[src/rtl/wb_cfg_pkg.sv]
// Shared types and helpers for the Wishbone configuration slave.
// Holds the FSM and termination encodings, address decode and parameter checks.
package wb_cfg_pkg;

    typedef enum logic [1:0] {
        IDLE = 2'd0,
        WAIT = 2'd1,
        RESP = 2'd2
    } state_e;

    typedef enum logic [1:0] {
        TERM_ACK = 2'd0,
        TERM_ERR = 2'd1,
        TERM_RTY = 2'd2
    } term_e;

    localparam int MAX_AW = 64;

    // Byte address to word index; lsb = log2 of bytes per word.
    function automatic logic [MAX_AW-1:0] word_index(input logic [MAX_AW-1:0] addr,
                                                     input int lsb);
        return addr >> lsb;
    endfunction

    function automatic bit dw_legal(input int dw);
        return (dw == 8) || (dw == 16) || (dw == 32) || (dw == 64);
    endfunction

    function automatic bit depth_legal(input int depth);
        return (depth >= 2) && ((depth & (depth - 1)) == 0);
    endfunction

    function automatic bit cfg_legal(input int dw, input int aw, input int depth,
                                     input int ws, input int re);
        return dw_legal(dw) && depth_legal(depth) && (aw >= 1) && (aw <= MAX_AW) &&
               (ws >= 0) && (ws <= 15) && (re >= 0);
    endfunction

endpackage

[src/rtl/wb_cfg_if.sv]
// Wishbone B4 classic slave signal bundle.
// Signal names follow the slave view (_I driven by the master, _O by the slave).
interface wb_cfg_if #(
    parameter int DW = 32,
    parameter int AW = 32,
    parameter int TW = 16
);
    logic          CYC_I;
    logic          STB_I;
    logic          WE_I;
    logic [AW-1:0] ADR_I;
    logic [DW/8-1:0] SEL_I;
    logic [DW-1:0] DAT_I;
    logic [TW-1:0] TGA_I;
    logic [TW-1:0] TGC_I;
    logic [TW-1:0] TGD_I;
    logic          LOCK_I;
    logic [DW-1:0] DAT_O;
    logic [TW-1:0] TGD_O;
    logic          ACK_O;
    logic          ERR_O;
    logic          RTY_O;

    modport master (
        output CYC_I, STB_I, WE_I, ADR_I, SEL_I, DAT_I, TGA_I, TGC_I, TGD_I, LOCK_I,
        input  DAT_O, TGD_O, ACK_O, ERR_O, RTY_O
    );

    modport slave (
        input  CYC_I, STB_I, WE_I, ADR_I, SEL_I, DAT_I, TGA_I, TGC_I, TGD_I, LOCK_I,
        output DAT_O, TGD_O, ACK_O, ERR_O, RTY_O
    );
endinterface

[src/rtl/wb_cfg_bytemem.sv]
// DEPTH x DW register storage with per-byte write enables and a combinational read.
// Contents are deliberately not reset.
module wb_cfg_bytemem #(
    parameter int DW    = 32,
    parameter int DEPTH = 64
) (
    input  logic                     clk,
    input  logic [DW/8-1:0]          we_be,
    input  logic [$clog2(DEPTH)-1:0] waddr,
    input  logic [DW-1:0]            wdata,
    input  logic [$clog2(DEPTH)-1:0] raddr,
    output logic [DW-1:0]            rdata
);

    logic [DW-1:0] mem_q [DEPTH];

    always_ff @(posedge clk) begin
        for (int k = 0; k < DW / 8; k++) begin
            if (we_be[k]) begin
                mem_q[waddr][8*k +: 8] <= wdata[8*k +: 8];
            end
        end
    end

    assign rdata = mem_q[raddr];

endmodule

[src/rtl/wb_cfg_slave.sv]
// Wishbone B4 classic slave backing a byte-writable register file, with
// programmable wait states, out-of-range ERR and periodic RTY injection.
module wb_cfg_slave
    import wb_cfg_pkg::*;
#(
    parameter int DW          = 32,
    parameter int AW          = 32,
    parameter int DEPTH       = 64,
    parameter int TW          = 16,
    parameter int WAIT_STATES = 0,
    parameter int RTY_EVERY   = 0
) (
    input  logic    clk,
    input  logic    rst,
    wb_cfg_if.slave bus
);

    localparam int SW  = DW / 8;
    localparam int LSB = $clog2(SW);
    localparam int AIW = $clog2(DEPTH);
    localparam int RCW = $clog2(RTY_EVERY + 2);

    if (!cfg_legal(DW, AW, DEPTH, WAIT_STATES, RTY_EVERY)) begin : g_bad_cfg
        $error("wb_cfg_slave: illegal parameter combination");
    end

    state_e         state_q, state_d;
    logic [3:0]     wcnt_q, wcnt_d;
    logic [RCW-1:0] rcnt_q, rcnt_d, rcnt_inc;
    logic           ack_q, ack_d, err_q, err_d, rty_q, rty_d;
    logic [DW-1:0]  dato_q, dato_d;
    logic [TW-1:0]  tgdo_q, tgdo_d;

    logic [AIW-1:0] idx_q;
    logic           oor_q, we_q, lock_q;
    logic [SW-1:0]  sel_q;
    logic [DW-1:0]  dat_q;
    logic [TW-1:0]  tga_q;

    logic              req;
    logic [MAX_AW-1:0] live_word;
    logic              live_oor;
    logic [AIW-1:0]    live_idx;
    logic              use_capt;
    logic [AIW-1:0]    cur_idx;
    logic              cur_oor, cur_we, cur_lock;
    logic [SW-1:0]     cur_sel;
    logic [DW-1:0]     cur_dat;
    logic [TW-1:0]     cur_tga;
    logic              fire, rty_hit;
    term_e             term;
    logic [SW-1:0]     mem_be;
    logic [DW-1:0]     mem_rdata;
    logic              unused_tags;

    assign unused_tags = ^{bus.TGC_I, bus.TGD_I};

    assign req       = bus.CYC_I & bus.STB_I;
    assign live_word = word_index(MAX_AW'(bus.ADR_I), LSB);
    // DEPTH is a power of two, so any set bit above the index field is out of range.
    assign live_oor  = |live_word[MAX_AW-1:AIW];
    assign live_idx  = live_word[AIW-1:0];

    // While waiting, the request captured in IDLE is the one being served.
    assign use_capt = (state_q == WAIT);
    assign cur_idx  = use_capt ? idx_q  : live_idx;
    assign cur_oor  = use_capt ? oor_q  : live_oor;
    assign cur_we   = use_capt ? we_q   : bus.WE_I;
    assign cur_lock = use_capt ? lock_q : bus.LOCK_I;
    assign cur_sel  = use_capt ? sel_q  : bus.SEL_I;
    assign cur_dat  = use_capt ? dat_q  : bus.DAT_I;
    assign cur_tga  = use_capt ? tga_q  : bus.TGA_I;

    always_comb begin
        rcnt_inc = rcnt_q + RCW'(1);
        rty_hit  = (RTY_EVERY != 0) && !cur_oor && !cur_lock &&
                   (rcnt_inc == RCW'(RTY_EVERY));
        if (cur_oor) begin
            term = TERM_ERR;
        end else if (rty_hit) begin
            term = TERM_RTY;
        end else begin
            term = TERM_ACK;
        end
    end

    always_comb begin
        state_d = state_q;
        wcnt_d  = wcnt_q;
        rcnt_d  = rcnt_q;
        fire    = 1'b0;
        ack_d   = 1'b0;
        err_d   = 1'b0;
        rty_d   = 1'b0;
        dato_d  = '0;
        tgdo_d  = '0;
        mem_be  = '0;

        unique case (state_q)
            IDLE: begin
                if (req) begin
                    if (WAIT_STATES == 0) begin
                        fire = 1'b1;
                    end else begin
                        state_d = WAIT;
                        wcnt_d  = 4'(WAIT_STATES);
                    end
                end
            end
            WAIT: begin
                if (!req) begin
                    state_d = IDLE;
                    wcnt_d  = '0;
                end else if (wcnt_q == 4'd1) begin
                    fire = 1'b1;
                end else begin
                    wcnt_d = wcnt_q - 4'd1;
                end
            end
            RESP:    state_d = IDLE;
            default: state_d = IDLE;
        endcase

        // Termination is decided and registered on the edge that enters RESP.
        if (fire) begin
            state_d = RESP;
            wcnt_d  = '0;
            if (!cur_oor && !cur_lock && (RTY_EVERY != 0)) begin
                rcnt_d = rty_hit ? '0 : rcnt_inc;
            end
            unique case (term)
                TERM_ERR: err_d = 1'b1;
                TERM_RTY: rty_d = 1'b1;
                default: begin
                    ack_d = 1'b1;
                    if (cur_we) begin
                        // Gate with reset so a write racing reset assertion is dropped.
                        if (rst) mem_be = cur_sel;
                    end else begin
                        dato_d = mem_rdata;
                        tgdo_d = cur_tga;
                    end
                end
            endcase
        end
    end

    always_ff @(posedge clk or negedge rst) begin
        if (!rst) begin
            state_q <= IDLE;
            wcnt_q  <= '0;
            rcnt_q  <= '0;
            ack_q   <= 1'b0;
            err_q   <= 1'b0;
            rty_q   <= 1'b0;
            dato_q  <= '0;
            tgdo_q  <= '0;
        end else begin
            state_q <= state_d;
            wcnt_q  <= wcnt_d;
            rcnt_q  <= rcnt_d;
            ack_q   <= ack_d;
            err_q   <= err_d;
            rty_q   <= rty_d;
            dato_q  <= dato_d;
            tgdo_q  <= tgdo_d;
        end
    end

    always_ff @(posedge clk) begin
        if ((state_q == IDLE) && req) begin
            idx_q  <= live_idx;
            oor_q  <= live_oor;
            we_q   <= bus.WE_I;
            lock_q <= bus.LOCK_I;
            sel_q  <= bus.SEL_I;
            dat_q  <= bus.DAT_I;
            tga_q  <= bus.TGA_I;
        end
    end

    wb_cfg_bytemem #(
        .DW    (DW),
        .DEPTH (DEPTH)
    ) u_mem (
        .clk   (clk),
        .we_be (mem_be),
        .waddr (cur_idx),
        .wdata (cur_dat),
        .raddr (cur_idx),
        .rdata (mem_rdata)
    );

    assign bus.ACK_O = ack_q;
    assign bus.ERR_O = err_q;
    assign bus.RTY_O = rty_q;
    assign bus.DAT_O = dato_q;
    assign bus.TGD_O = tgdo_q;

endmodule

[src/flat_wrapper.sv]
// flat-port wrapper written by rule: the top's interface ports become plain ports
module wb_cfg_slave_flat import wb_cfg_pkg::*;
#(
    parameter int DW          = 32,
    parameter int AW          = 32,
    parameter int DEPTH       = 64,
    parameter int TW          = 16,
    parameter int WAIT_STATES = 0,
    parameter int RTY_EVERY   = 0
)
  (clk, rst, bus_CYC_I, bus_STB_I, bus_WE_I, bus_ADR_I, bus_SEL_I, bus_DAT_I, bus_TGA_I, bus_TGC_I, bus_TGD_I, bus_LOCK_I, bus_DAT_O, bus_TGD_O, bus_ACK_O, bus_ERR_O, bus_RTY_O);
  wb_cfg_if #(.DW(DW), .AW(AW), .TW(TW)) bus_i ();
  input  logic clk;
  input  logic rst;
  input wire logic [$bits(bus_i.CYC_I)-1:0] bus_CYC_I;
  input wire logic [$bits(bus_i.STB_I)-1:0] bus_STB_I;
  input wire logic [$bits(bus_i.WE_I)-1:0] bus_WE_I;
  input wire logic [$bits(bus_i.ADR_I)-1:0] bus_ADR_I;
  input wire logic [$bits(bus_i.SEL_I)-1:0] bus_SEL_I;
  input wire logic [$bits(bus_i.DAT_I)-1:0] bus_DAT_I;
  input wire logic [$bits(bus_i.TGA_I)-1:0] bus_TGA_I;
  input wire logic [$bits(bus_i.TGC_I)-1:0] bus_TGC_I;
  input wire logic [$bits(bus_i.TGD_I)-1:0] bus_TGD_I;
  input wire logic [$bits(bus_i.LOCK_I)-1:0] bus_LOCK_I;
  output wire logic [$bits(bus_i.DAT_O)-1:0] bus_DAT_O;
  output wire logic [$bits(bus_i.TGD_O)-1:0] bus_TGD_O;
  output wire logic [$bits(bus_i.ACK_O)-1:0] bus_ACK_O;
  output wire logic [$bits(bus_i.ERR_O)-1:0] bus_ERR_O;
  output wire logic [$bits(bus_i.RTY_O)-1:0] bus_RTY_O;
  assign bus_i.CYC_I = bus_CYC_I;
  assign bus_i.STB_I = bus_STB_I;
  assign bus_i.WE_I = bus_WE_I;
  assign bus_i.ADR_I = bus_ADR_I;
  assign bus_i.SEL_I = bus_SEL_I;
  assign bus_i.DAT_I = bus_DAT_I;
  assign bus_i.TGA_I = bus_TGA_I;
  assign bus_i.TGC_I = bus_TGC_I;
  assign bus_i.TGD_I = bus_TGD_I;
  assign bus_i.LOCK_I = bus_LOCK_I;
  assign bus_DAT_O = bus_i.DAT_O;
  assign bus_TGD_O = bus_i.TGD_O;
  assign bus_ACK_O = bus_i.ACK_O;
  assign bus_ERR_O = bus_i.ERR_O;
  assign bus_RTY_O = bus_i.RTY_O;
  wb_cfg_slave #(.DW(DW), .AW(AW), .DEPTH(DEPTH), .TW(TW), .WAIT_STATES(WAIT_STATES), .RTY_EVERY(RTY_EVERY)) u_core (.clk(clk), .rst(rst), .bus(bus_i));
endmodule
[config.mk]
export PLATFORM = sky130hd
export DESIGN_NAME = wb_cfg_slave_flat
export DESIGN_NICKNAME = d
export VERILOG_FILES = /design/src/rtl/wb_cfg_pkg.sv /design/src/rtl/wb_cfg_if.sv /design/src/rtl/wb_cfg_bytemem.sv /design/src/rtl/wb_cfg_slave.sv /design/src/flat_wrapper.sv
export SDC_FILE = /design/constraint.sdc
export NUM_CORES = 2
export LEC_CHECK = 0
export BUFFER_PORTS_ARGS = -buffer_cell sky130_fd_sc_hd__buf_2
export CAP_MARGIN = 20
export CORE_MARGIN = 3
export CORE_UTILIZATION = 62
export CTS_CLUSTER_DIAMETER = 100
export DETAILED_ROUTE_END_ITERATION = 8
export PLACE_DENSITY = 0.79
export SLEW_MARGIN = 20
export SYNTH_ARGS = -nofsm -noshare
export SYNTH_HDL_FRONTEND = slang
export SYNTH_SLANG_ARGS = --single-unit
[constraint.sdc]
create_clock -name clk -period 3 [get_ports clk]
set_input_delay 0.6 -clock clk [delete_from_list [all_inputs] [get_ports clk]]
set_output_delay 0.6 -clock clk [all_outputs]
set_load 0.005 [all_outputs]
# Word level (Yosys, flattened, before mapping)
# Memory sizes are Yosys's and may differ from the RTL's.
# Cells that the tools add are included.
dict set report classes {
  addsub 1
  eq_ne 7
  muxes 42
  n_bitwise 1
  n_reduce_logical 7
}
# cell count
set ops {}
lappend ops {{$mux 32} 4}
lappend ops {{$mux 16} 4}
lappend ops {{$mux 4} 9}
lappend ops {{$reduce_or 24->1} 1}
lappend ops {{$mux 1} 20}
lappend ops {{$mux 6} 1}
lappend ops {{$ne 3x3->1 const B} 2}
lappend ops {{$eq 4x1->1 const B} 1}
lappend ops {{$mux 2} 2}
lappend ops {{$pmux 2 s2} 1}
lappend ops {{$reduce_and 2->1} 2}
lappend ops {{$sub 4x1->4 const B} 1}
lappend ops {{$eq 1x2->1 const B} 1}
lappend ops {{$eq 2x1->1 const B} 1}
lappend ops {{$logic_not 2->1} 1}
lappend ops {{$ne 2x1->1 const B} 1}
lappend ops {{$pmux 1 s2} 1}
lappend ops {{$reduce_bool 2->1} 1}
lappend ops {{$reduce_or 2->1} 1}
lappend ops {{$and 1x1->1} 1}
lappend ops {{$eq 1x1->1 const B} 1}
lappend ops {{$logic_and 1x1->1} 1}
dict set report word_totals {
  register_bits 117
  ram_bits 2048
  in_bits 122
  elab_cells 72
  memories 1
}
# name depth word_bits read_ports rd_ports_with_merged_regs write_ports line_no
set mem_list {}
lappend mem_list {u_core.u_mem.mem_q 64 32 1 0 1 wb_cfg_bytemem.sv:15} ;# logic [DW-1:0] mem_q [DEPTH];

# Longest topological paths before layout
dict set report depth {
  depth_word 9
  mapped_depth 9
  depth_no_buf 5
}

# Cells and area by module
# Synthesis repeated with hierarchy kept, for this count alone.
dict set report unflattened {
  hier_cells 4106
  area_unflattened_um2 83412.5
}
# module n_inst cells_per_inst area_each_um2
set by_module_without_submodules {}
lappend by_module_without_submodules {wb_cfg_bytemem 1 3917 80996.4}
lappend by_module_without_submodules {wb_cfg_slave 1 189 2416.1}

# Worst setup path after synthesis
# OpenSTA, ideal clock, no wires.
dict set report synth_timing {
  path_type {input -> register}
  startpoint {in bus_ADR_I[5]}
  endpoint {mem u_core.u_mem.mem_q[19][0], enable pin}
  setup_time_ps 370
  arrival_time_ps 2346
  path_slack_ps 284
  path_stages 6
  n_path_buf 3
  path_cell_list {buf_2 -> clkbuf_1 -> nor3b_1 -> clkbuf_1 -> nand2_1 -> nor2_1}
}
dict set report synth_via {
  elab_chain_len 1
}
# item line_no
set synth_lines {}
lappend synth_lines {{from (decl)} flat_wrapper.sv:18} ;# input wire logic [$bits(bus_i.ADR_I)-1:0] bus_ADR_I;
lappend synth_lines {{$mux 6} wb_cfg_slave.sv:66} ;# assign cur_idx = use_capt ? idx_q : live_idx;
lappend synth_lines {{to (decl)} wb_cfg_bytemem.sv:15}
# Every way passes these cells.

# Worst setup path in the final report
dict set report layout_timing {
  startpoint {in bus_ADR_I[2]}
  endpoint {mem u_core.u_mem.mem_q[17][14], enable pin}
}
# The elaborated chain is that of the path after synthesis.

==> metrics.csv <==
stage,metric,value,unit
run_status,status,finished with violations,
run_status,violations,DRC,
route,viasPerCell,7.02,
setup_path,worstSetupEndpointType,register,
clock_tree,cts_buffers,195,
timing,clock-skew-final,0.0254,ns
synthesis,synth_warnings,0,
setup_path,crit_start,bus_ADR_I[2],
synthesis,synth_most_common_cell,edfxtp_1,
global_route,grt_pass1_wl,322000,microns
timing,finalHoldViolCount,0,
final_layout,final_layout_size_suffix_gt1_share,26.4,%
route,dr.pass1.iters,9,
setup_path,crit_fanout,13,
route,finalWirelength,226000,microns
floorplanning,chipWidth,365,microns
synthesis,netlist_instances,4148,
timing,slew_headroom,19.8,%
power,vdd_drop_max,0.537,mV
global_route,grt_max_degree,65,
route,final_antenna_net_count,0,
setup_path,cp.arrival,3.13,ns
synthesis,syn_area,80000,sq um
route,wl_per_cell,34.0,microns
synthesis,ys_seq_area_share,78.5,%
setup_path,slowest_stage,nor3b_4,
global_route,first_global_vias,46300,
placed_design,place_congestion,0.952,
floorplanning,core-area,128000,sq um
global_route,antenna_found_initial,17,
min_path,hp-class,in2reg,
synthesis,async_flop_share,2.43,%
floorplanning,ioPinCount,173,
synthesis,netlist.top_cell.by_area,edfxtp_1,
synthesis,syn_area_per_cell,19.3,sq um
synthesis,ys_top_cells_by_count,"edfxtp_1 (2048), nor2_1 (313), a221oi_1 (253)",
floorplanning,floorplan.die.height,365,microns
setup_path,start_kind,input port,
clock_tree,clk_latency,0.84,ns
timing,fin_crit,2.60,ns
setup_path,slowest_delay,0.69,ns
floorplanning,initial_core_util,62.6,%
route,vias,46700,
setup_path,r2r_slack,0.44,ns
synthesis,synth.top_cell.area_share,76.9,%
timing,timing.final.crit_share,86.8,%
clock_tree,cts.path.max_buffers,3,
floorplanning,num_rows,131,
setup_path,timing.rr.start,u_core.u_mem.mem_q[19][3],
setup_path,crit_type,in2reg,
synthesis,ys_types,55,
final_layout,syn_to_final_growth,16.6,%
power,power.density,634,nW/um^2
timing,rsz0062_at_grt,false,
floorplanning,die_area,133000,sq um
synthesis,synth-seq-cells,2099,
route,drtIter0Drc,7082,
timing,setup_viol,0,
clock_tree,htree_levels,4,
clock_tree,clock_sinks,2099,
setup_path,cp.required,3.52,ns
global_route,grt.total_usage,34.2,%
placed_design,pre_cts_slack,-0.262,ns
synthesis,syn_nets,4270,
synthesis,synth_edf_count,2048,
power,power.leakage,30.9,nW
min_path,hold_start,bus_TGA_I[9],
route,drc,1,
placed_design,port_buffers,136,
synthesis,synth_ff_type,edfxtp_1,
synthesis,synthTopCellsByArea,"edfxtp_1 (77%), mux4_2 (6.6%), mux2i_1 (3.0%)",
setup_path,cpMostUsedCell,buf_4,
power,p_total,59.1,mW
clock_tree,cts.clk_slew.worst_paths,0.06,ns
setup_path,worstPathCellList,buf_8 -> buf_4 -> buf_4 -> nor3b_4 -> nand2_1 -> nor2_1 -> buf_4,
clock_tree,clock-root-buffer,clkbuf_16,
final_layout,layout.nets,4928,
timing,slew_viol_final,0,
job,drv_cap,0,
placed_design,post-dp-hpwl,142000,microns
timing,setup_slack,0.396,ns
timing,clock.fmax,384,MHz
timing,tightest_slew,1.20,ns
global_route,grt_remaining_overflow,0,
clock_tree,cts_tree,built,
timing,timing.hold.ws,0.0437,ns
==> what timing repair did <==
item	in CTS	in global routing
hold endpoints to repair	33	0
gates resized for setup	0	0
hold buffers	16	0
buffers inserted	0	0
==> path summary, 6_finish.rpt <==
kind,endpoint,cells past startpoint
setup / recovery,u_core.u_mem.mem_q[17][14],7
hold / removal,u_core.bus.TGD_O[9],2
setup reg to reg,u_core.bus.DAT_O[3],6
hold reg to reg,u_core.state_q[1],2
max in group asynchronous,u_core.bus.DAT_O[25],3
min in group asynchronous,u_core.bus.TGD_O[8],2
==> through the flow <==
step	area (sq um)	cells	util, %	TNS (ns)
after floorplan	80000	4148	-	0
after global placement	86900	6255	67.9	-12.56
after detailed placement	86900	6255	67.9	-22.09
after CTS	93200	6637	72.9	0
after global routing	93200	6637	72.9	0
final	93200	6645	72.9	0
==> metal layers <==
layer,vias to the layer above,share of wire (%),track usage [%]
met5,-,0.16,1.49
met4,20,6.5,18.6
met3,805,14,11.6
met2,3760,47,52.8
met1,23500,33,43.3
li1,18600,-,-
==> sequential cells by signal (all words and copies together), names as in the netlist <==
name,cells
u_core.u_mem.mem_q,2048
u_core.bus.DAT_O,32
u_core.bus.TGD_O,16
u_core.bus.ACK_O,1
u_core.bus.ERR_O,1
u_core.state_q,1
==> where the power goes <==
part	internal (mW)	leakage, nW	switching (mW)
combinational	1.05	8.70	1.89
clock	13.4	3.04	10.7
sequential	32.1	19.1	0.000521
total	46.6	30.9	12.5
==> critical path, delay by kind of cell <==
kind / cells / cell delay, ns
and+or+nand+nor: 3 / 1.61
buffers and inverters: 4 / 0.87
==> area by class of cell <==
| cell class | count | area, sq um |
|---|---|---|
| Timing Repair Buffer | 750 | 6120 |
| Sequential cell | 2099 | 62800 |
| Inverter | 2 | 10.0 |
| Clock inverter | 114 | 882 |
| Antenna cell | 8 | 20.0 |
| Clock buffer | 252 | 5290 |
| Multi-Input combinational cell | 1758 | 16100 |
| Tap cell | 1662 | 2080 |
| Fill cell | 6952 | 34600 |
==> cells by family after synthesis <==
family                 Yosys count  share of synthesized area (%)
multiplexers                   479                           9.69
AO/OA/AOI/OAI                  738                           7.02
other                            1                        0.00469
AND/OR/NAND/NOR                540                           3.13
buffers and inverters          291                           1.66
flip-flops                    2099                           78.5
==> layout by cell type (no fill, tap or decap), drive strengths merged, types with 6 or more instances in the layout <==
master       count
dlygate4sd3     16
o22ai           58
edfxtp        2048
nor2           313
a22oi          166
o22a            37
or2             34
a41oi            6
o211ai          35
bufinv          11
nand4           40
inv             12
clkinv          90
a221oi         253
a31oi           28
o221ai          35
mux4           236
nand2           87
and2            19
dfrtp           51
buf            734
nor4             8
o21ai           92
mux2i          243
a21oi           11
diode            8
clkbuf         252
nand2b           8
(Power assumes the default switching activity.)
